File: src/rtl/riscv_pkg.sv
// Shared fetch-stage definitions: FSM state type and the canonical NOP encoding.
package riscv_pkg;

    typedef enum logic [2:0] {
        IDLE,
        REQ,
        WAIT,
        DRAIN,
        VALID
    } fetch_state_e;

    localparam logic [31:0] NOP_INSTR = 32'h0000_0013;

endpackage

File: src/rtl/ifetch_unit.sv
// Instruction-fetch stage: single-outstanding req/gnt + rvalid read of instruction
// memory, holding the fetched instruction for decode under a valid/ready handshake.
module ifetch_unit
    import riscv_pkg::*;
#(
    parameter int XLEN = 32,
    parameter int ILEN = 32
) (
    input  logic            clk,
    input  logic            reset,
    input  logic [XLEN-1:0] pc_i,
    output logic            pc_en_o,
    input  logic            flush_i,
    output logic            imem_req_o,
    output logic [XLEN-1:0] imem_addr_o,
    input  logic            imem_gnt_i,
    input  logic            imem_rvalid_i,
    input  logic [ILEN-1:0] imem_rdata_i,
    input  logic            imem_err_i,
    output logic            instr_valid_o,
    input  logic            instr_ready_i,
    output logic [ILEN-1:0] instr_o,
    output logic [XLEN-1:0] instr_pc_o,
    output logic            fetch_err_o
);

    fetch_state_e state, state_next;
    logic         misaligned;
    logic         granted;

    assign misaligned  = (pc_i[1:0] != 2'b00);
    assign imem_req_o  = (state == REQ) && !misaligned;
    assign imem_addr_o = {pc_i[XLEN-1:2], 2'b00};
    assign granted     = imem_req_o && imem_gnt_i;
    assign pc_en_o     = ((state == VALID) && instr_ready_i) || flush_i;

    always_comb begin
        state_next = state;
        unique case (state)
            IDLE: state_next = REQ;
            REQ: begin
                // A redirect beats both a grant and a misalignment fault.
                if (flush_i)
                    state_next = granted ? DRAIN : REQ;
                else if (misaligned)
                    state_next = VALID;
                else if (granted)
                    state_next = WAIT;
            end
            WAIT: begin
                if (flush_i)
                    state_next = imem_rvalid_i ? REQ : DRAIN;
                else if (imem_rvalid_i)
                    state_next = VALID;
            end
            DRAIN: begin
                if (imem_rvalid_i)
                    state_next = REQ;
            end
            VALID: begin
                if (flush_i || instr_ready_i)
                    state_next = REQ;
            end
            default: state_next = IDLE;
        endcase
    end

    always_ff @(posedge clk or posedge reset) begin
        if (reset) begin
            state         <= IDLE;
            instr_valid_o <= 1'b0;
            instr_o       <= ILEN'(NOP_INSTR);
            instr_pc_o    <= '0;
            fetch_err_o   <= 1'b0;
        end else begin
            state         <= state_next;
            instr_valid_o <= (state_next == VALID);
            unique case (state)
                REQ: begin
                    if (!flush_i) begin
                        if (misaligned) begin
                            instr_o     <= ILEN'(NOP_INSTR);
                            fetch_err_o <= 1'b1;
                            instr_pc_o  <= pc_i;
                        end else if (granted) begin
                            instr_pc_o  <= pc_i;
                        end
                    end
                end
                WAIT: begin
                    if (imem_rvalid_i && !flush_i) begin
                        instr_o     <= imem_err_i ? ILEN'(NOP_INSTR) : imem_rdata_i;
                        fetch_err_o <= imem_err_i;
                    end
                end
                default: ;
            endcase
        end
    end

endmodule

File: config.mk
export PLATFORM = sky130hd
export DESIGN_NAME = ifetch_unit
export DESIGN_NICKNAME = d
export VERILOG_FILES = /design/src/rtl/riscv_pkg.sv /design/src/rtl/ifetch_unit.sv
export SDC_FILE = /design/constraint.sdc
export NUM_CORES = 1
export LEC_CHECK = 0
export ABC_AREA = 1
export BUFFER_PORTS_ARGS = -buffer_cell sky130_fd_sc_hd__buf_2
export CAP_MARGIN = 10
export CORE_UTILIZATION = 49
export CTS_CLUSTER_DIAMETER = 80
export DETAILED_ROUTE_END_ITERATION = 10
export GPL_ROUTABILITY_DRIVEN = 0
export GPL_TIMING_DRIVEN = 0
export MAX_ROUTING_LAYER = met4
export PLACE_DENSITY_LB_ADDON = 0.1
export SYNTH_ARGS = -nofsm -noshare
export SYNTH_HDL_FRONTEND = slang
export SYNTH_SLANG_ARGS = --single-unit
File: constraint.sdc
create_clock -name clk -period 3.1 [get_ports clk]
set_clock_uncertainty 0.15 [all_clocks]
set_input_delay 0.155 -clock clk [delete_from_list [all_inputs] [get_ports clk]]
set_output_delay 0.155 -clock clk [all_outputs]
set_load 0.01 [all_outputs]
# Word level (Yosys, flattened, before mapping)
# Cells that the tools add are included.
# op_classes
mux	21
n_reduce_logical	14
eq_ne	8
n_bitwise	1
# op_table
operator	n
two-way mux 32 bit	6
one-hot mux 32 bit (2 select lines)	1
two-way mux 3 bit	7
one-hot mux 3 bit (5 select lines)	1
== test 3 x 2 -> 1 bit (second input constant)	2
== test 3 bit (second input constant)	2
!= test 2 bit (second input constant)	3
nonzero test 2 bit	3
logical AND 1 bit	4
two-way mux 2 bit	2
AND reduction 4 bit	1
== test 3 x 1 -> 1 bit (second input constant)	1
zero test 3 bit	1
two-way mux 1 bit	3
AND reduction 3 bit	1
zero test 1 bit	2
logical OR 1 bit	2
one-hot mux 1 bit (2 select lines)	1
inverter 1 bit	1
# word_totals
ff_bits	69
output_inout_bits	100

# Longest topological paths before layout
# Gate-level depths: netlist of run 1.
# logic_depth
word_depth	9
depth_mapped	7

# Least setup slack after synthesis of run 1
# Ideal clock, no wire load.
# synth_path
path_kind	flip-flop to flip-flop
from	reg state[2]
to	reg instr_pc_o[0]
period_less_slack_ps	1419
setup_slack_ps	1681
stages_incl_launch_ff	8
t_required_ps	2833
n_path_buf	1
t_arrival_ps	1152
setup_ps	117
cell_sequence	dfrtp_1 > inv_2 > nand3_2 > a21oi_4 > nand2_1 > buf_2 > nand2_1 > nand2_1
# synth_via
elab_chain_cells	5
# synth_lines
element	line_no	source
start, declared	ifetch_unit.sv:27	fetch_state_e state, state_next;
start signal, assigned	ifetch_unit.sv:76	state <= state_next;
== test 3 x 1 -> 1 bit *	ifetch_unit.sv:32, ifetch_unit.sv:78	
logical AND 1 bit	ifetch_unit.sv:32	assign imem_req_o = (state == REQ) && !misaligned;
logical AND 1 bit	ifetch_unit.sv:34	assign granted = imem_req_o && imem_gnt_i;
nonzero test 2 bit (no line)	--	
AND reduction 3 bit (no line) *	--	
end signal, assigned	ifetch_unit.sv:84	instr_pc_o <= pc_i;
end signal, assigned	ifetch_unit.sv:86	instr_pc_o <= pc_i;
end, declared	ifetch_unit.sv:23	output logic [XLEN-1:0] instr_pc_o,
# Every way passes the cells marked *; elsewhere a longest branch is shown, timed or not.
# A chain may end at the register's enable or synchronous reset.

# Worst setup path after layout of run 1
# layout_path
from	reg state[2]
to	reg state[1]
# layout_via
elab_chain_cells	7
# layout_lines
element	line_no	source
== test 3 x 1 -> 1 bit	ifetch_unit.sv:32, ifetch_unit.sv:39	
logical AND 1 bit	ifetch_unit.sv:32	
logical AND 1 bit	ifetch_unit.sv:34	
two-way mux 3 bit	ifetch_unit.sv:47	else if (granted)
two-way mux 3 bit	ifetch_unit.sv:45	else if (misaligned)
two-way mux 3 bit	ifetch_unit.sv:43	if (flush_i)
one-hot mux 3 bit (5 select lines) *	ifetch_unit.sv:39	unique case (state)
via state_next[1]	ifetch_unit.sv:27	
# Mark *: on every way through the listed nets, which the timed path passes. The rest lies on a longest branch.

==> results of run 1 <==
[through the flow]
stage | std cells | worst slack, ns | power, mW | hold WS, ns | util
after floorplan | 416 | 1.06 | 2.03 | 0.112 | -
after CTS | 745 | 1.25 | 3.20 | 0.0216 | 0.794
after global placement | 661 | 0.155 | 2.47 | 0.252 | 0.662
final | 745 | 1.24 | 3.18 | 0.0270 | 0.794
after detailed placement | 661 | 1.50 | 2.50 | 0.239 | 0.662
after global routing | 745 | 1.13 | 3.42 | 0.0525 | 0.794
[area by class of cell]
| cell class | count | area, um^2 | area share |
|---|---|---|---|
| Sequential cell | 69 | 1730 | 0.336 |
| Timing Repair Buffer | 237 | 1530 | 0.297 |
| Multi-Input combinational cell | 259 | 1140 | 0.222 |
| Buffer | 53 | 354 | 0.0687 |
| Clock buffer | 10 | 138 | 0.0267 |
| Inverter | 35 | 134 | 0.0260 |
| Tap cell | 77 | 96.3 | 0.0187 |
| Clock inverter | 5 | 27.5 | 0.00534 |
[kinds of logic (layout without fill, tap and decap cells)]
group	count (synthesis)	count (layout)	synth area share
other	1	2	0.00112
AO/OA/AOI/OAI	7	7	0.0153
buffers and inverters	88	340	0.145
AND/OR/NAND/NOR	250	250	0.323
flip-flops	69	69	0.516
[worst paths after layout]
| kind | startpoint | end | slack [ns] | cells after the start |
|---|---|---|---|---|
| worst max register to register | state[2] | state[1] | 1.24 | 6 |
| min in group asynchronous | reset | instr_o[11] | 0.38 | 3 |
| max in group asynchronous | reset | instr_pc_o[5] | 1.85 | 3 |
| worst min register to register | instr_pc_o[5] | instr_pc_o[5] | 0.32 | 2 |
| worst max-delay path | state[2] | state[1] | 1.24 | 6 |
| worst min-delay path | instr_ready_i | instr_valid_o | 0.03 | 4 |
[layer usage]
layer	up-vias	track usage
li1	1750	-
met1	1665	0.326
met2	150	0.478
met3	24	0.0639
met4	0	0.133
met5	-	-
[power by group through the flow]
stage	logic (mW)	registers, mW	clock network (mW)
final	1.25	1.31	0.621
after global routing	1.39	1.34	0.682
after CTS	1.25	1.31	0.637
after detailed placement	1.18	1.32	0
after global placement	1.15	1.32	0
after floorplan	0.582	1.45	0
[flip-flops by register name, summed over array words and instances (netlist names)]
signal,count
fetch_err_o,1
instr_o,32
instr_pc_o,32
instr_valid_o,1
state,3
[layout by cell type, fill, tap and decap left out, types with 2 or more instances in the layout]
cell           instances
nand2_1              138
or2_2                  2
dfstp_2                3
buf_6                  3
o211ai_1               2
clkbuf_1               7
conb_1                 2
inv_2                  4
clkbuf_8              10
clkinv_2               4
inv_1                 30
nor3_1                 2
buf_2                178
nand2_2                2
dfrtp_1               66
a21oi_1                3
nand3_1               65
buf_4                 32
nor2_1                33
dlygate4sd3_1         69
[timing repair]
item	CTS	global route
hold buffers	69	0
gates resized for setup	0	0
endpoints found under the hold margin	132	0
[worst register-to-register path, delay by kind of cell (launching register included)]
kind,cells,cell delay [ns]
AND/OR/NAND/NOR,3,0.46
buffers and inverters,2,0.65
AO/OA/AOI/OAI,1,0.08
flip-flops,1,0.46
==> results by group, run 1 <==
Floorplanning
  – Core Region: 0.00649 mm^2
  – Initial cell density of the core: 0.517
  – DIE HEIGHT: 84.8 um
  – Die X: 84.8 um
  – Die ar.: 0.00718 mm^2
  – Standard-cell rows: 29
  – I/O pins: 171

Worst setup path
  – Critical Path, Cell by Cell: inv_2 -> nand3_2 -> nor3_1 -> nand2_1 -> o21ai_0 -> dlygate4sd3_1
  – CP arrival: approximately 2 ns
  – Worst Path Buf+Inv: 2
  – Max stage delay on crit path: 0.56 ns
  – Slowest-stage cell, CP: dlygate4sd3_1
  – Critical Path Source Type: register
  – Worst path required time: between 3 and 4 ns
  – Worst Setup Path Type: reg2reg
  – Max FO, Critical Path: 5
  – Worst setup EP type: register
  – Crit path max-delay family: buffers and inverters

Clock network
  – Longest Clk Path Bufs: 2
  – Clock Latency Late Sink: 0.33 ns
  – Clk root buf: clkbuf_8
  – CTS Buf Count: 9
  – # Post-CTS Setup Buffers: 0
  – H-tree depth: 3
  – CTS tree: yes
  – Clock Pin Slew Worst Setup and Hold Paths: 0.07 ns
  – Clock tree sinks: 69

Drt
  – DRC: 13
  – Top Layer Used: met4
  – Total Routed Length: 9490 um
  – DR WL met3: between 500 and 600 um
  – DRT iter0 DRCs: 205
  – Antenna Nets Post-Route: 0
  – Routed vias: 3589
  – Routed WL per cell: 12.7 um
  – Vias/cell: slightly below 5
  – First-pass DRT Iterations: 10
  – DR WL met2: 4830 um
  – DRT met1 WL: slightly below 4000 um

Layout
  – Design Area, Final: between 0.005 and 0.006 mm^2
  – Ant. Diodes: 0
  – Area Overhead vs Synth: 53.6%
  – Layout cell share with drive strength beyond 1: 0.370
  – Fin nets: 735
  – Number of fill cells: 476

Power and ir drop
  – Power per Cell Area: between 600 and 700 mW/mm^2
  – Sequential share of power: 0.412
  – Switching share of power: 0.372
  – Clock share of power: 0.195
  – IR drop worst, VDD: roughly 0.32 mV
  – LEAKAGE: a little over 3 nW
  – Psw: 1.18 mW
  – Internal power: 2.00 mW
  – Gate power share: 0.393

Timing
  – RSZ-0062 raised after global routing: no
  – Setup TNS: 0 ns
  – Pins over their slew limit: 0
  – Min Tclk post-route: 1.86 ns
  – Slew @ Worst Pin: 0.835 ns
  – # setup viols final: 0
  – F_max: 537 MHz
  – Final period util: 0.600
  – Hold Fails Final Rpt: 0
  – Max-slew headroom: 0.444

Global route
  – Vias in the first global route: 3500
  – GRT Total Usage: 0.285
  – Initial antenna violation count: 0
  – Largest net degree at the start of global routing: 70
  – First-pass GRT wire length: 15600 um
  – Gr ovfl total: 0

Yosys
  – Area contributors post-synth: dfrtp_1 (49%), nand2_1 (15%), nand3_1 (9.7%)
  – Seq/Total Area, Yosys: 0.516
  – Synthesized flop and latch total: 69
  – Cell area after synthesis: about 0.0034 mm^2
  – Synth Area per Inst: 8.09 um^2
  – Distinct cells, synth: 28
  – Share of the synthesized area in the top cell type: 0.492
  – Synth warn: 0
  – FFs w/ async S/R, synth: 1.00
  – Most common library cells after synthesis: nand2_1 (138), dfrtp_1 (66), nand3_1 (65)
  – Synth area leader: dfrtp_1
  – Top FF cell, synth: dfrtp_1
  – Most common cell in the netlist: nand2_1
  – Post-Syn Instances: around 420
  – Number of synthesized flops with an enable pin: 0

Job
  – Max-cap violation count: 0

Place
  – Cell area after placement: 0.00430 mm^2
  – I/O Buffers: 168
  – Final HPWL DP: 6030 um

Run status
  – Status: finished, violations left
  – Failing checks: DRC

Min path
  – Worst Hold Class: in2reg
(Power assumes the default switching activity.)
==> run 2: changes to the inputs <==
--- a/config.mk
+++ b/config.mk
@@ -8,7 +8,7 @@
 export ABC_AREA = 1
 export BUFFER_PORTS_ARGS = -buffer_cell sky130_fd_sc_hd__buf_2
 export CAP_MARGIN = 10
-export CORE_UTILIZATION = 49
+export CORE_UTILIZATION = 41
 export CTS_CLUSTER_DIAMETER = 80
 export DETAILED_ROUTE_END_ITERATION = 10
 export GPL_ROUTABILITY_DRIVEN = 0
==> constraint.sdc (replaced) <==
create_clock -name clk -period 1.65 [get_ports clk]
set_clock_uncertainty 0.15 [all_clocks]
set_input_delay 0.0825 -clock clk [delete_from_list [all_inputs] [get_ports clk]]
set_output_delay 0.0825 -clock clk [all_outputs]
set_load 0.01 [all_outputs]
==> run 2 against run 1 <==
Against the previous run: the flow now finishes without violations; largest cell class unchanged; largest power group unchanged; register-to-register slack worse by 1.1 ns; final cell count up 4.4%; clock power up 140%; highest routed layer unchanged.
==> results by group, run 2 (same netlist as run 1, synthesis figures left out) <==
Timing
  – Final period util: 0.972
  – Hold Fails Final Rpt: 0
  – Setup TNS: 0 ns
  – Hold slack: 0.00726 ns
  – Min Tclk post-route: around 1.6 ns
  – RSZ-0062 raised after global routing: yes
  – Pins over their slew limit: 0
  – F_max: 623 MHz
  – Max-slew headroom: 0.514
  – # setup viols final: 0
  – Slew @ Worst Pin: 0.727 ns
  – Fin worst setup slack: 0.0458 ns

Worst setup path
  – Worst path required time: 1.74 ns
  – Max FO, Critical Path: 3
  – Critical Path Source Type: input port
  – CP arrival: 1.69 ns
  – Worst Setup Path Type: in2reg
  – Worst setup EP type: register

Place
  – I/O Buffers: roughly 170
  – Placed Cells: 687
  – DP Worst Slack: 0.0525 ns
  – Final HPWL DP: 6200 um
  – Cell area after placement: 0.00435 mm^2

Power and ir drop
  – IR drop worst, VDD: 0.572 mV
  – Psw: 2.30 mW
  – Sequential share of power: 0.385
  – Power, Total: approximately 6.4 mW
  – Power per Cell Area: 1190 mW/mm^2
  – Switching share of power: 0.358
  – LEAKAGE: around 3.1 nW
  – Gate power share: 0.385
  – Clock share of power: 0.230
  – Internal power: 4.12 mW

Job
  – Max-cap violation count: 0

Layout
  – Commonest non-fill, non-tap cell in the layout: buf_2
  – Post-Route Utilization: 0.689
  – Biggest regs: instr_o: 32 flops, instr_pc_o: 32 flops, state: 3 flops
  – Area Overhead vs Synth: 60.3%
  – Layout cell share with drive strength beyond 1: 0.392
  – Number of fill cells: about 660
  – Fin nets: ~740
  – Cell Count, Final, Fillers Out: between 700 and 800
  – Most frequent cells in the layout: buf_2 (171), nand2_1 (137), dlygate4sd3_1 (72), nand3_1 (65), dfrtp_1 (63)
  – Design Area, Final: 0.00538 mm^2
  – Ant. Diodes: 0

Clock network
  – Clock tree sinks: 69
  – H-tree depth: 3
  – CTS tree: yes
  – Longest Clk Path Bufs: 2
  – CTS Buf Count: 9
  – Clk root buf: clkbuf_8
  – Clock Pin Slew Worst Setup and Hold Paths: 0.07 ns
  – Clock Latency Late Sink: around 0.32 ns

Floorplanning
  – Initial cell density of the core: 0.430
  – Die ar.: 0.00855 mm^2
  – Core Region: ~0.0078 mm^2
  – I/O pins: 171
  – Die X: 92.5 um
  – DIE HEIGHT: 92.5 um
  – Standard-cell rows: 32

Global route
  – Largest net degree at the start of global routing: 38
  – Vias in the first global route: 3501
  – First-pass GRT wire length: between 15000 and 20000 um
  – Initial antenna violation count: 0
  – GRT Total Usage: 0.241
  – Gr ovfl total: 0

Drt
  – Vias/cell: 4.54
  – Routed vias: 3532
  – Antenna Nets Post-Route: 0
  – Routed WL per cell: 12.4 um
  – Total Routed Length: 9650 um
  – DRT iter0 DRCs: about 150
  – First-pass DRT Iterations: 4
  – DRC: 0

Min path
  – Worst Hold Class: in2reg

Run status
  – Status: completed
## run 2: changes by cell type in the layout (fill, tap and decap cells not counted), moves of 4 or more
cell,delta
clkbuf_1,-5
buf_4,+4
buf_2,-7
clkbuf_4,+4
clkbuf_2,+5
## run 2: worst max-delay path, stage by stage
cell and delay (ns):
dlygate4sd3_1 0.54, buf_2 0.13, nor2_2 0.13, nand2_2 0.08, dlygate4sd3_1 0.56, o211ai_1 0.18
## run 2: layer usage
metal | share of wire | track usage
met4 | 0.0086 | 0.0729
met3 | 0.044 | 0.0287
met5 | 0 | -
met1 | 0.41 | 0.288
met2 | 0.53 | 0.424
## run 2: final cells by class
cell class | instances | area (um^2) | area share
sequential | 69 | 1730 | 0.322
timing repair buffer | 243 | 1600 | 0.297
multi-input combinational | 260 | 1190 | 0.221
buffer | 53 | 382 | 0.0710
inverter | 35 | 135 | 0.0251
tap | 102 | 128 | 0.0237
clock buffer | 9 | 124 | 0.0230
clock inverter | 7 | 90.1 | 0.0168
## run 2: timing repair
item                                   4_1_cts  5_1_grt
setup buffers                                0        2
gates resized for setup                      0       34
setup endpoints to repair                    0       64
endpoints found under the hold margin      100        0
hold buffers                                72        0
## run 2: power groups by stage
stage,Sequential (mW),Clock [mW],Combinational (mW)
2_1_floorplan,2.72,0,1.09
3_3_place_gp,2.48,0,2.19
6_report,2.47,1.48,2.47
5_1_grt,2.54,1.59,2.74
4_1_cts,2.46,1.52,2.37
3_5_place_dp,2.49,0,2.23
## run 2: final timing paths
| check | start | end | slack, ns | cells after the start |
|---|---|---|---|---|
| worst max-delay path | instr_ready_i | state[2] | 0.05 | 6 |
| worst max register to register | state[2] | instr_pc_o[27] | 0.10 | 6 |
| max in group asynchronous | reset | instr_o[1] | 0.41 | 4 |
| min in group asynchronous | reset | instr_o[15] | 0.26 | 3 |
| worst min register to register | instr_pc_o[5] | instr_pc_o[5] | 0.32 | 2 |
| worst min-delay path | flush_i | state[0] | 0.007 | 5 |
==> run 3: changes to the inputs <==
--- a/config.mk
+++ b/config.mk
@@ -5,7 +5,6 @@
 export SDC_FILE = /design/constraint.sdc
 export NUM_CORES = 1
 export LEC_CHECK = 0
-export ABC_AREA = 1
 export BUFFER_PORTS_ARGS = -buffer_cell sky130_fd_sc_hd__buf_2
 export CAP_MARGIN = 10
 export CORE_UTILIZATION = 41
==> run 3 against run 2 <==
Against the previous run: the run now ends with setup timing left; maximum frequency decreased by 8.7%; die area shrank 4.8%; worst setup slack got worse by 0.15 ns; sequential power is 2% lower; synthesized area fell by 4.9%; synthesized cell count shrank 39%; utilization is 6.3 points higher; final cell count decreased by 19%; count of clock-buffer cells in the layout rose by 3; clock power decreased by 8%; sequential share of layout area down 0.98 points; combinational power increased by 24%.
==> results by group, run 3 <==
Place
  – Cell area after placement: 0.00420 mm^2
  – Final HPWL DP: 5530 um
  – Placed Cells: 521
  – I/O Buffers: 167
  – DP Worst Slack: -0.215 ns

Layout
  – Layout cell share with drive strength beyond 1: 0.569
  – Cell Count, Final, Fillers Out: between 600 and 700
  – Area Overhead vs Synth: 73.7%
  – Ant. Diodes: 0
  – Design Area, Final: 0.00554 mm^2
  – Most frequent cells in the layout: buf_2 (167), dlygate4sd3_1 (73), dfrtp_1 (64), buf_4 (47)
  – Number of fill cells: 525
  – Post-Route Utilization: 0.752
  – Commonest non-fill, non-tap cell in the layout: buf_2
  – Biggest regs: instr_o: 32 flops, instr_pc_o: 32 flops, state: 3 flops
  – Fin nets: 595

Yosys
  – Number of synthesized flops with an enable pin: 0
  – Area contributors post-synth: dfrtp_1 (52%), mux2_2 (9.5%), buf_4 (8.0%)
  – Synthesized flop and latch total: 69
  – Most common library cells after synthesis: dfrtp_1 (66), buf_4 (34), a21o_1 (29), and4_1 (29), mux2_2 (27)
  – Synth Area per Inst: about 13 um^2
  – Top FF cell, synth: dfrtp_1
  – Synth area leader: dfrtp_1
  – Cell area after synthesis: 0.00319 mm^2
  – Seq/Total Area, Yosys: 0.542
  – Synth warn: 0
  – Post-Syn Instances: around 250
  – Share of the synthesized area in the top cell type: 0.518
  – FFs w/ async S/R, synth: 1.00
  – Most common cell in the netlist: dfrtp_1
  – Distinct cells, synth: 31

Drt
  – DRT iter0 DRCs: 82
  – DRC: 0
  – First-pass DRT Iterations: 4
  – Antenna Nets Post-Route: 0
  – Total Routed Length: 9500 um
  – Routed WL per cell: 15.1 um
  – Vias/cell: 4.80
  – Routed vias: roughly 3000

Floorplanning
  – I/O pins: between 150 and 200
  – Core Region: between 0.007 and 0.008 mm^2
  – Die ar.: 0.00814 mm^2
  – Standard-cell rows: 31
  – Initial cell density of the core: 0.433
  – DIE HEIGHT: 90.2 um
  – Die X: between 90 and 100 um

Timing
  – Fin worst setup slack: -0.107 ns
  – Hold slack: 0.0619 ns
  – RSZ-0062 raised after global routing: yes
  – Pins over their slew limit: 0
  – # setup viols final: 30
  – Final period util: 1.06
  – Hold Fails Final Rpt: 0
  – Min Tclk post-route: approximately 1.8 ns
  – Max-slew headroom: 0.657
  – Setup TNS: -2.35 ns
  – Slew @ Worst Pin: 0.511 ns
  – F_max: approximately 570 MHz

Clock network
  – CTS Buf Count: 9
  – H-tree depth: 3
  – Clock Pin Slew Worst Setup and Hold Paths: 0.08 ns
  – Clock Latency Late Sink: 0.33 ns
  – Clk root buf: clkbuf_8
  – CTS tree: yes
  – Longest Clk Path Bufs: 2
  – Clock tree sinks: 69

Power and ir drop
  – LEAKAGE: 3.10 nW
  – Internal power: ~4.6 mW
  – Sequential share of power: 0.355
  – IR drop worst, VDD: 0.557 mV
  – Gate power share: 0.447
  – Psw: ~2.2 mW
  – Clock share of power: 0.198
  – Power per Cell Area: 1240 mW/mm^2
  – Power, Total: 6.85 mW
  – Switching share of power: 0.322

Worst setup path
  – Worst setup EP type: register
  – R2R setup slack: -0.11 ns
  – Crit Reg-Reg Endpoint: instr_pc_o[11]
  – Reg2Reg Depth: 5
  – CP arrival: 1.83 ns
  – Critical Path Source Type: register
  – Worst Setup Path Type: reg2reg
  – Max FO, Critical Path: 6
  – Worst path required time: about 1.7 ns
  – FF-to-FF Start: state[2]

Global route
  – Largest net degree at the start of global routing: 29
  – Gr ovfl total: 0
  – Vias in the first global route: around 3000
  – Initial antenna violation count: 0
  – First-pass GRT wire length: around 15000 um
  – GRT Total Usage: 0.238

Run status
  – Failing checks: setup timing
  – Status: finished, violations left

Min path
  – WHS Path Cells: 3
  – Worst Hold Class: in2reg
  – Hold Path End: instr_pc_o[1]
  – Start point of the worst hold path: pc_i[0]

Job
  – Max-cap violation count: 0
run 3: cell types whose count changed after synthesis, sizes merged, moves of 4 or more:
| cell | before | now |
|---|---|---|
| a21o | 0 | 29 |
| and4 | 0 | 29 |
| inv | 35 | 4 |
| mux2 | 0 | 30 |
| nand2 | 141 | 2 |
| nand3 | 66 | 0 |
| nor2 | 35 | 7 |
| o21ai | 1 | 5 |
run 3: layout make-up:
cell class | count | area, um^2 | area share
multi-input combinational | 129 | 1240 | 0.223
tap | 99 | 124 | 0.0223
sequential | 69 | 1730 | 0.313
timing repair buffer | 260 | 1810 | 0.327
clock inverter | 4 | 47.5 | 0.00858
buffer | 51 | 424 | 0.0765
inverter | 4 | 18.8 | 0.00339
clock buffer | 12 | 145 | 0.0262
run 3: how the worst max path moves through the flow:
stage / end / slack, ns / start
floorplan: instr_pc_o[23] / -0.04 / state[1]
global placement: instr_o[23] / -0.21 / state[0]
detailed placement: instr_o[16] / -0.21 / state[0]
CTS: instr_pc_o[5] / -0.11 / state[1]
global route: instr_pc_o[2] / -0.16 / state[2]
finish: instr_pc_o[11] / -0.11 / state[2]
run 3: cell families after synthesis:
logic type / count (synthesis) / synth area share
multiplexers: 31 / 0.109
other: 1 / 0.00118
buffers and inverters: 55 / 0.118
AO/OA/AOI/OAI: 46 / 0.104
flip-flops: 69 / 0.542
AND/OR/NAND/NOR: 50 / 0.126
run 3: worst max-delay path, cell delays in order (launching register included):
cell,delay (ns)
dfrtp_1,0.39
buf_6,0.14
nor4_4,0.28
buf_6,0.20
clkbuf_16,0.16
mux2_2,0.32
run 3: what timing repair did:
item,CTS,global route
gates cloned,3,2
buffers inserted,9,4
hold buffers,73,0
pin swaps,2,20
hold endpoints to repair,108,0
gates resized for setup,39,41
endpoints found under the setup margin,60,66
run 3: power by group through the flow:
stage / Clock, mW / Combinational (mW) / Sequential (mW)
after CTS: 1.39 / 2.72 / 2.41
after floorplan: 0 / 1.09 / 2.67
after detailed placement: 0 / 2.16 / 2.44
final: 1.36 / 3.06 / 2.43
after global routing: 1.46 / 3.28 / 2.48
after global placement: 0 / 2.11 / 2.42
run 3: routing by layer:
layer | vias to the layer above | global-route usage | part of all wire
met5 | - | - | 0
li1 | 1421 | - | -
met1 | 1453 | 0.285 | 0.42
met2 | 121 | 0.410 | 0.51
met3 | 17 | 0.0338 | 0.047
met4 | 0 | 0.0860 | 0.019
